[config.mk]
export PLATFORM = sky130hd
export DESIGN_NAME = ahb_resp_mux_flat
export DESIGN_NICKNAME = d
export VERILOG_FILES = /design/src/rtl/ahb_resp_mux_if.sv /design/src/rtl/ahb_resp_mux.sv /design/src/flat_wrapper.sv
export SDC_FILE = /design/constraint.sdc
export NUM_CORES = 1
export LEC_CHECK = 0
export BUFFER_PORTS_ARGS = -buffer_cell sky130_fd_sc_hd__buf_2
export CAP_MARGIN = 20
export CELL_PAD_IN_SITES_DETAIL_PLACEMENT = 1
export CELL_PAD_IN_SITES_GLOBAL_PLACEMENT = 2
export CORE_ASPECT_RATIO = 1.25
export CORE_MARGIN = 2
export CORE_UTILIZATION = 10
export CTS_CLUSTER_DIAMETER = 100
export DETAILED_ROUTE_END_ITERATION = 7
export PLACE_DENSITY = 0.84
export SYNTH_ARGS = -nofsm -noshare
export SYNTH_HDL_FRONTEND = slang
export SYNTH_SLANG_ARGS = --single-unit
[constraint.sdc]
create_clock -name HCLK -period 1.96 [get_ports HCLK]
set_input_delay 0.196 -clock HCLK [delete_from_list [all_inputs] [get_ports HCLK]]
set_output_delay 0.196 -clock HCLK [all_outputs]
set_load 0.01 [all_outputs]
[src/rtl/ahb_resp_mux_if.sv]
// ahb_resp_mux_if: AHB-Lite data-phase return bus between master/decoder, slaves and the response mux
interface ahb_resp_mux_if #(
  parameter int NSLV = 4,
  parameter int DW   = 32
);
  logic [NSLV-1:0]    HSEL;
  logic [1:0]         HTRANS;
  logic [NSLV*DW-1:0] HRDATA_S;
  logic [NSLV-1:0]    HREADYOUT_S;
  logic [NSLV-1:0]    HRESP_S;
  logic [DW-1:0]      HRDATA;
  logic               HREADY;
  logic               HRESP;

  modport slave (
    input  HSEL, HTRANS, HRDATA_S, HREADYOUT_S, HRESP_S,
    output HRDATA, HREADY, HRESP
  );

  modport master (
    output HSEL, HTRANS, HRDATA_S, HREADYOUT_S, HRESP_S,
    input  HRDATA, HREADY, HRESP
  );
endinterface

[src/rtl/ahb_resp_mux.sv]
// ahb_resp_mux: AHB-Lite data-phase response mux with built-in default slave; optional error counter via AHB_MUX_ERRCNT_EN
module ahb_resp_mux #(
  parameter int NSLV = 4,
  parameter int DW   = 32
) (
  input  logic         HCLK,
  input  logic         HRESETn,
`ifdef AHB_MUX_ERRCNT_EN
  output logic [15:0]  DEF_ERR_CNT,
`endif
  ahb_resp_mux_if.slave bus
);
  typedef enum logic [1:0] {D_IDLE, D_ERR1, D_ERR2} dstate_t;

  dstate_t         state, state_nx;
  logic [NSLV-1:0] dsel, hsel_low;
  logic [DW-1:0]   rdata;
  logic            ready_s, resp_s, unmapped;

  assign hsel_low = bus.HSEL & (~bus.HSEL + 1'b1);
  assign unmapped = bus.HTRANS[1] && (bus.HSEL == '0);

  // default-slave state and data-phase select, advanced only when an address phase is accepted
  always_ff @(posedge HCLK or negedge HRESETn) begin
    if (!HRESETn) begin
      state <= D_IDLE;
      dsel  <= '0;
    end else begin
      state <= state_nx;
      if (bus.HREADY) dsel <= hsel_low;
    end
  end

  // ERR1 always completes into ERR2; otherwise an accepted unmapped transfer starts a new error
  always_comb begin
    state_nx = state;
    if (state == D_ERR1) state_nx = D_ERR2;
    else if (bus.HREADY) state_nx = unmapped ? D_ERR1 : D_IDLE;
  end

  // one-hot AND-OR mux of the selected slave's response
  always_comb begin
    rdata   = '0;
    ready_s = 1'b0;
    resp_s  = 1'b0;
    for (int i = 0; i < NSLV; i++) begin
      rdata   = rdata | ({DW{dsel[i]}} & bus.HRDATA_S[i*DW +: DW]);
      ready_s = ready_s | (dsel[i] & bus.HREADYOUT_S[i]);
      resp_s  = resp_s | (dsel[i] & bus.HRESP_S[i]);
    end
  end

  assign bus.HRDATA = rdata;
  assign bus.HREADY = |dsel ? ready_s : (state != D_ERR1);
  assign bus.HRESP  = |dsel ? resp_s : (state != D_IDLE);

`ifdef AHB_MUX_ERRCNT_EN
  // saturating count of default-slave errors started
  always_ff @(posedge HCLK or negedge HRESETn) begin
    if (!HRESETn) DEF_ERR_CNT <= '0;
    else if (state != D_ERR1 && state_nx == D_ERR1 && DEF_ERR_CNT != 16'hFFFF) DEF_ERR_CNT <= DEF_ERR_CNT + 16'd1;
  end
`endif
endmodule
[src/flat_wrapper.sv]
// flat-port wrapper written by rule: the top's interface ports become plain ports
module ahb_resp_mux_flat 
#(
  parameter int NSLV = 4,
  parameter int DW   = 32
)
  (HCLK, HRESETn, bus_HSEL, bus_HTRANS, bus_HRDATA_S, bus_HREADYOUT_S, bus_HRESP_S, bus_HRDATA, bus_HREADY, bus_HRESP);
  ahb_resp_mux_if #(.NSLV(NSLV), .DW(DW)) bus_i ();
  input  logic HCLK;
  input  logic HRESETn;
  input wire logic [$bits(bus_i.HSEL)-1:0] bus_HSEL;
  input wire logic [$bits(bus_i.HTRANS)-1:0] bus_HTRANS;
  input wire logic [$bits(bus_i.HRDATA_S)-1:0] bus_HRDATA_S;
  input wire logic [$bits(bus_i.HREADYOUT_S)-1:0] bus_HREADYOUT_S;
  input wire logic [$bits(bus_i.HRESP_S)-1:0] bus_HRESP_S;
  output wire logic [$bits(bus_i.HRDATA)-1:0] bus_HRDATA;
  output wire logic [$bits(bus_i.HREADY)-1:0] bus_HREADY;
  output wire logic [$bits(bus_i.HRESP)-1:0] bus_HRESP;
  assign bus_i.HSEL = bus_HSEL;
  assign bus_i.HTRANS = bus_HTRANS;
  assign bus_i.HRDATA_S = bus_HRDATA_S;
  assign bus_i.HREADYOUT_S = bus_HREADYOUT_S;
  assign bus_i.HRESP_S = bus_HRESP_S;
  assign bus_HRDATA = bus_i.HRDATA;
  assign bus_HREADY = bus_i.HREADY;
  assign bus_HRESP = bus_i.HRESP;
  ahb_resp_mux #(.NSLV(NSLV), .DW(DW)) u_core (.HCLK(HCLK), .HRESETn(HRESETn), .bus(bus_i));
endmodule
* Word-level counts from Yosys, hierarchy flattened
Index checks and enable logic that the tools add are counted.
** Word-level totals
- Memory bits (writable) :: 0
- Register bits :: 6
- Latch bits :: 0
- Output and inout bits :: 34
- Memories :: 0
- ROM bits :: 0
- Input port bits :: 144
** Operators by class
- Bitwise operators :: 23
- $mul :: 0
- Shifts and indexed selects :: 0
- Magnitude comparators :: 0
- Reduce and logical (&&, ||, !) cells :: 5
- Equal/unequal tests :: 2
- Mux-type cells :: 5
- Divide/modulo/power cells :: 0
- $add $sub $neg :: 1
** Operators by type and width (number)
- $and A32 B32 Y32 :: 4
- $or A32 B32 Y32 :: 3
- $and A1 B1 Y1 :: 8
- $or A1 B1 Y1 :: 6
- $add A4 B1 Y4 const B :: 1
- $and A4 B4 Y4 :: 1
- $logic_not A4 Y1 :: 1
- $mux W2 :: 2
- $not A4 Y4 :: 1
- $reduce_bool A2 Y1 :: 2
- $reduce_or A4 Y1 :: 1
- $mux W1 :: 3
- $eq A2 B1 Y1 const B :: 1
- $ne A2 B1 Y1 const B :: 1
- $logic_and A1 B1 Y1 :: 1

* Logic depth before layout (Yosys ltp)
Gate-level depths: netlist of the first run.
- Word-level depth :: 7
- Depth in mapped cells :: 4

* Least setup slack after synthesis of the first run
No wires, ideal clock.
- Path type :: reg-to-output
- Start point :: register u_core.dsel[0]
- End point :: output bus_HREADY
- Data arrival time :: 1475 ps
- Setup slack :: 289 ps
- Cell stages (with the launch flop) :: 5
- Required time :: 1764 ps
- Cell sequence :: dfrtp_1 -> buf_6 -> or4_4 -> or2_4 -> and2_1
** On the way
- Word-level cells in the longest chain between the ends :: 5
** RTL lines
- start: declaration :: line ahb_resp_mux.sv:16 : logic [NSLV-1:0] dsel, hsel_low;
- start signal: assignment :: line ahb_resp_mux.sv:30 : if (bus.HREADY) dsel <= hsel_low;
- $and A1 B1 Y1 :: line ahb_resp_mux.sv:48 : ready_s = ready_s | (dsel[i] & bus.HREADYOUT_S[i]);
- $or A1 B1 Y1 (3 in series) :: line ahb_resp_mux.sv:48
- $mux W1 * :: line ahb_resp_mux.sv:54 : assign bus.HREADY = |dsel ? ready_s : (state != D_ERR1);
- end: declaration :: line flat_wrapper.sv:17 : output wire logic [$bits(bus_i.HREADY)-1:0] bus_HREADY;
Every way passes the cells marked *; elsewhere a longest branch is shown, timed or not.

* Worst setup path in the final report of the first run
- Start point :: register u_core.dsel[3]
- End point :: output bus_HREADY
** On the way
- Word-level cells in the longest chain between the ends :: 3
** RTL lines (line)
- $and A1 B1 Y1 :: ahb_resp_mux.sv:48
- $or A1 B1 Y1 :: ahb_resp_mux.sv:48
- $mux W1 * :: ahb_resp_mux.sv:54
Marked as above.

==> metrics.md, run 1 <==
| Metric | Value |
|---|---|
| Status | complete, no violations |
| H-tree levels | 1 |
| Yosys Warn Count | 0 |
| Wire per inst | 14.3 um |
| Initial antenna violation count | 0 |
| Final Setup Violations | 0 |
| Clock Skew | 0.000453 ns |
| DRC | 0 |
| Placeable core area | 9950 um2 |
| Worst r2r src | u_core.dsel[3] |
| Die Area | 10900 um2 |
| Reg power frac | 7.2% |
| Die H | 116 um |
| Post-synth ARST share | 100% |
| Vias in the first global route | 2007 |
| Clock Tree Root | clkbuf_16 |
| Die W | 93.9 um |
| DR vias | 1930 |
| Most numerous cell in the Yosys netlist | a22oi_1 |
| R2R setup slack | 0.38 ns |
| NumNets Final | 462 |
| Final hold viol count | 0 |
| Met3 Wirelength | 622 um |
| Layout cells sized above 1 | 59.5% |
| Register bit total from synthesis | 6 |
| Setup CP Type | flop to output pin |
| Final core occ | 21.3% |
| NetSw | 1220 uW |
| Synthesis-to-layout area growth | 110% |
| CP max-delay cell | or4_4 |
| Setup WS pre-CTS | 0.257 ns |
| Max Slew Vio Count | 0 |
| Gr ovfl total | 0 |
| Distinct cells, synth | 21 |
| CP Capture Type | output pin |
| Largest area contributor in the netlist | a22oi_1 |
| Placed cells | 439 |
| WP data required | 1.76 ns |
| CTS Buffer Depth | 2 |
| First-pass GRT wire length | 9.15 mm |
| IO Count | 178 |
| PwrDens | 1170 nW/um2 |
| First-pass DRT Iterations | 4 |
| Sw Ratio | 49.3% |
| Period Utilization, post-route | 97.6% |
| Critical path cell sequence | or4_4 > or2_4 > and2_1 > buf_2 |
| Starting density of the core | 10.1% |
| Max-Cap Viols | 0 |
| CP Launch Point | u_core.dsel[3] |
| Routed metal-1 wire length | 2.17 mm |
| TritonCTS clock tree | built |
| Synth cell count leaders | a22oi_1 (68), nand2_1 (33), clkbuf_1 (10) |
| Synthesized area per cell | 6.96 um2 |
| CP Launch Type | flop |
| Finished Layout Cells | 445 |
| Leak Pwr | 0.00116 uW |
| Main synth FF type | dfrtp_1 |
| CTS clock-pin slew for the worst setup and hold paths | 0.03 ns |
| Clk sink count | 6 |
| Min Clock Period, post-route | 1.91 ns |
| Rel. slew slack | 70.7% |
| Worst path max stage delay | 0.55 ns |
| Largest net degree at the start of global routing | 36 |
| Worst hold path class | input port to flop |
| Combinational fraction of design power | 79.4% |
| Sequential share of the synthesized area | 14.9% |
| Mapped Cells | 145 |
| GPL Wtd Cong | 0.701 |
| Ranking of synthesized cells by area | a22oi_1 (51%), dfrtp_1 (15%), nand2_1 (12%) |
| Wire length after detailed routing | 6.35 mm |
| Total GRT Usage | 10.3% |
| CTS Buf Count | 3 |
| Final worst setup slack | 0.0463 ns |
| # diodes | 0 |
| EDFF count, synth | 0 |
| Yosys top cell area share | 50.6% |
| Clock power frac | 13.4% |
| HP Start | bus_HSEL[3] |
| Met2 WL | 3.53 mm |
| Worst vdd ir | 0.529 mV |
| Worst Path Arrival | 1.72 ns |
| HPWL after DPL | 4.92 mm |
| Worst Path Max Fanout | 4 |
| Rows | 41 |
| Worst Max-Slew Pin Slew | 0.439 ns |
| Mapped cell area | 1010 um2 |
| Max Fclk | 0.523 GHz |
| ANT nets after route | 0 |
| Top routing layer in use | met4 |
| Syn nets | 289 |
| Worst skew pair latency | 0.23 ns |
| Final instance area | 2120 um2 |
| DR vias/cell | 4.34 |
| P_int | 1260 uW |
| Port bufs | 176 |
| Post-DP Area | 2020 um2 |
| Iter 0 DRT Violations | 43 |
==> layer usage <==
metal	vias up	GRT usage, %
met5	-	0
met2	108	22.0
li1	918	-
met4	0	2.03
met3	3	1.87
met1	901	9.95
==> stage by stage <==
stage	setup TNS (ns)	hold slack [ns]	power (uW)
detailed placement	0	0.0241	2140
finish	0	0.261	2480
floorplan	0	-0.0996	1330
global route	-0.0206	0.285	2710
global placement	0	0.0185	2090
CTS	0	0.267	2480
==> area by class of cell <==
type | instances | area (um2)
Inverter | 2 | 7.51
Tap cell | 129 | 161
Multi-Input combinational cell | 121 | 783
Sequential cell | 6 | 150
Fill cell | 1290 | 7830
Timing Repair Buffer | 184 | 943
Clock buffer | 3 | 75.1
==> final timing paths <==
| check | endpoint | cells after the start |
|---|---|---|
| worst max-delay path | bus_HREADY | 4 |
| worst min-delay path | u_core.state[0] | 3 |
| worst max register to register | u_core.state[0] | 5 |
| worst min register to register | u_core.state[1] | 2 |
| max in group asynchronous | u_core.dsel[2] | 2 |
| min in group asynchronous | u_core.state[1] | 2 |
==> power groups by stage <==
stage	combinational [uW]	sequential [uW]	clock, uW
3_3_place_gp	1910	179	0
6_report	1970	179	333
2_1_floorplan	1160	170	0
3_5_place_dp	1960	180	0
5_1_grt	2180	184	340
4_1_cts	1970	180	335
==> cells by family (layout without fill, tap and decap cells) <==
group | count (synthesis) | count (layout) | synth area share [%]
AOI/OAI and AO/OA | 74 | 74 | 55.1
and+or+nand+nor | 45 | 45 | 20.4
buffers and inverters | 18 | 189 | 7.56
DFF | 6 | 6 | 14.9
muxes | 2 | 2 | 1.98
==> sequential cells by signal, indices dropped and copies added (netlist names) <==
name	flops
u_core.dsel	4
u_core.state	2
==> worst max-delay path, delay by kind of cell, from the launching register on <==
kind	cells	cell delay, ns
buffers and inverters	1	0.13
DFF	1	0.37
and+or+nand+nor	3	0.99
==> cell usage in the layout, fill, tap and decap left out, drive strengths merged, types with 2 or more instances in the layout <==
cell type | Yosys | layout
a22oi | 68 | 68
o21ai | 2 | 2
a32o | 3 | 3
buf | 6 | 183
inv | 2 | 2
nand2 | 33 | 33
and2 | 3 | 3
nor3 | 2 | 2
dfrtp | 6 | 6
mux2i | 2 | 2
clkbuf | 10 | 3
==> what timing repair did <==
item | 4_1_cts | 5_1_grt
setup buffers | 0 | 2
hold endpoints to repair | 6 | 0
setup endpoints to repair | 0 | 1
resized for setup | 0 | 0
hold buffers | 1 | 0
Power figures use the tool's default switching activity.
==> run 2: changes to the inputs <==
Settings changed: PLACE_DENSITY 0.84 to default, PLACE_DENSITY_LB_ADDON from default to 0.1.
==> metrics.md, run 2 (synthesis gave the netlist of run 1 again) <==
| Metric | Value |
|---|---|
| Leak Pwr | 0.00116 uW (about the same) |
| Max-Cap Viols | 0 (unchanged) |
| Reg power frac | 7.3% (about the same) |
| ANT nets after route | 0 (unchanged) |
| Max Fclk | 0.529 GHz (+1.3%) |
| Final Setup Violations | 0 (unchanged) |
| Largest regs | u_core.dsel: 4 flops, u_core.state: 2 flops |
| Max Slew Vio Count | 0 (unchanged) |
| Wire length after detailed routing | 6.35 mm (about the same) |
| DRC | 0 (unchanged) |
| CP Capture Type | output pin |
| Combinational fraction of design power | 79.4% (about the same) |
| DR vias | 1896 (-1.8%) |
| Die W | 93.9 um (unchanged) |
| TritonCTS clock tree | built |
| WP data required | 1.76 ns (about the same) |
| Placeable core area | 9950 um2 (unchanged) |
| Setup CP Type | flop to output pin |
| Final worst setup slack | 0.0713 ns (+0.0250 ns) |
| Setup WS pre-CTS | 0.251 ns (-0.00553 ns) |
| # diodes | 0 (unchanged) |
| CTS Buffer Depth | 2 (unchanged) |
| Iter 0 DRT Violations | 64 (+49%) |
| Worst Path Max Fanout | 4 (unchanged) |
| First-pass DRT Iterations | 4 (unchanged) |
| IO Count | 178 (unchanged) |
| Most common cell after layout, fill and taps aside | buf_2 |
| Placed cells | 440 (+0.23%) |
| CP Launch Type | flop |
| Most frequent cells in the layout | buf_2 (176), a22oi_1 (68), nand2_1 (33) |
| Clk sink count | 6 (unchanged) |
| Wire per inst | 14.3 um (about the same) |
| Final instance area | 2120 um2 (unchanged) |
| Min Clock Period, post-route | 1.89 ns (-0.0250 ns) |
| Rel. slew slack | 71.1% (+0.42 points) |
| Status | complete, no violations |
| Worst hold path class | input port to flop |
| Clock Skew | 0.000380 ns (-0.0000725 ns) |
| Final hold viol count | 0 (unchanged) |
| Port bufs | 176 (unchanged) |
| Vias in the first global route | 1849 (-7.9%) |
| Max reg flops | 4 (unchanged) |
| Largest net degree at the start of global routing | 36 (unchanged) |
| Post-DP Area | 2030 um2 (+0.37%) |
| Clock power frac | 13.3% (about the same) |
| Total GRT Usage | 10.4% (+0.18 points) |
| Worst Max-Slew Pin Slew | 0.433 ns (-0.00627 ns) |
| Layout cells sized above 1 | 59.5% (unchanged) |
| Die Area | 10900 um2 (unchanged) |
| PwrDens | 1160 nW/um2 (-1.1%) |
| Worst vdd ir | 0.631 mV (+19%) |
| Finished Layout Cells | 445 (unchanged) |
| Sw Ratio | 49.1% (-0.19 points) |
| NumNets Final | 462 (unchanged) |
| GPL Wtd Cong | 0.683 (-2.6%) |
| HPWL after DPL | 4.94 mm (+0.49%) |
| Hold Path Depth | 3 (unchanged) |
| Rows | 41 (unchanged) |
| Register-to-Register Path Depth | 5 (unchanged) |
| Top reg by flops | u_core.dsel |
| WHS | 0.268 ns (+0.00738 ns) |
| Gr ovfl total | 0 (unchanged) |
| P_int | 1250 uW (-0.73%) |
| Starting density of the core | 10.1% (unchanged) |
| Worst Path Arrival | 1.69 ns (-0.03 ns) |
| Synthesis-to-layout area growth | 110% (unchanged) |
| CTS Buf Count | 3 (unchanged) |
| # resized after CTS | 0 (unchanged) |
| Period Utilization, post-route | 96.4% (-1.3 points) |
| Worst skew pair latency | 0.22 ns (about the same) |
| NetSw | 1200 uW (-1.5%) |
| RSZ-0062 raised after global routing | false |
| First-pass GRT wire length | 9.09 mm (-0.60%) |
| Fillers | 1278 (-0.93%) |
| Die H | 116 um (unchanged) |
| DR vias/cell | 4.26 (-1.8%) |
| Fin Setup TNS | 0 ns (unchanged) |
| Clock Tree Root | clkbuf_16 |
| Initial antenna violation count | 0 (unchanged) |
| H-tree levels | 1 (unchanged) |
| CTS clock-pin slew for the worst setup and hold paths | 0.03 ns (about the same) |
run 2: cell counts in the layout (fill, tap and decap cells not counted):
No cell type changed its count.
run 2: final timing paths:
| check | from | end | slack (ns) |
|---|---|---|---|
| max in group asynchronous | HRESETn | u_core.dsel[0] | 1.48 |
| setup / recovery | u_core.dsel[2] | bus_HREADY | 0.07 |
| hold reg to reg | u_core.state[0] | u_core.state[0] | 0.55 |
| setup reg to reg | u_core.dsel[2] | u_core.dsel[0] | 0.35 |
| hold / removal | bus_HSEL[3] | u_core.state[0] | 0.27 |
| min in group asynchronous | HRESETn | u_core.state[0] | 0.33 |
run 2: stage by stage:
stage / total power [uW] / utilization, %
floorplan: 1330 / -
global placement: 2180 / 20.4
detailed placement: 2150 / 20.4
CTS: 2490 / 21.2
global route: 2700 / 21.3
finish: 2450 / 21.3
run 2: layout make-up:
| cell class | instances | area (um2) | area share (%) |
|---|---|---|---|
| clock buffer | 3 | 75.1 | 3.54 |
| multi-input combinational | 121 | 783 | 36.9 |
| timing repair buffer | 184 | 943 | 44.5 |
| tap | 129 | 161 | 7.61 |
| inverter | 2 | 7.51 | 0.354 |
| sequential | 6 | 150 | 7.08 |
run 2: per-layer routing:
| layer | part of all wire [%] | global-route usage (%) |
|---|---|---|
| met5 | 0 | 0 |
| met4 | 0.63 | 2.32 |
| met3 | 11 | 2.39 |
| met2 | 51 | 19.2 |
| met1 | 38 | 12.3 |
run 2: timing repair:
item / in CTS / in global routing
hold endpoints to repair: 6 / 0
hold buffers: 1 / 0
endpoints found under the setup margin: 0 / 1
setup buffers: 0 / 1
run 2: power by group through the flow:
stage               Sequential, uW  Clock, uW  Combinational [uW]
global placement               178          0                2000
global route                   183        346                2170
floorplan                      170          0                1160
CTS                            180        334                1980
detailed placement             181          0                1970
finish                         179        325                1950
run 2: worst max-delay path, cell delays in order (launching register included):
cell	delay, ns
dfrtp_1	0.37
or4_4	0.56
or2_4	0.26
and2_1	0.15
buf_2	0.13
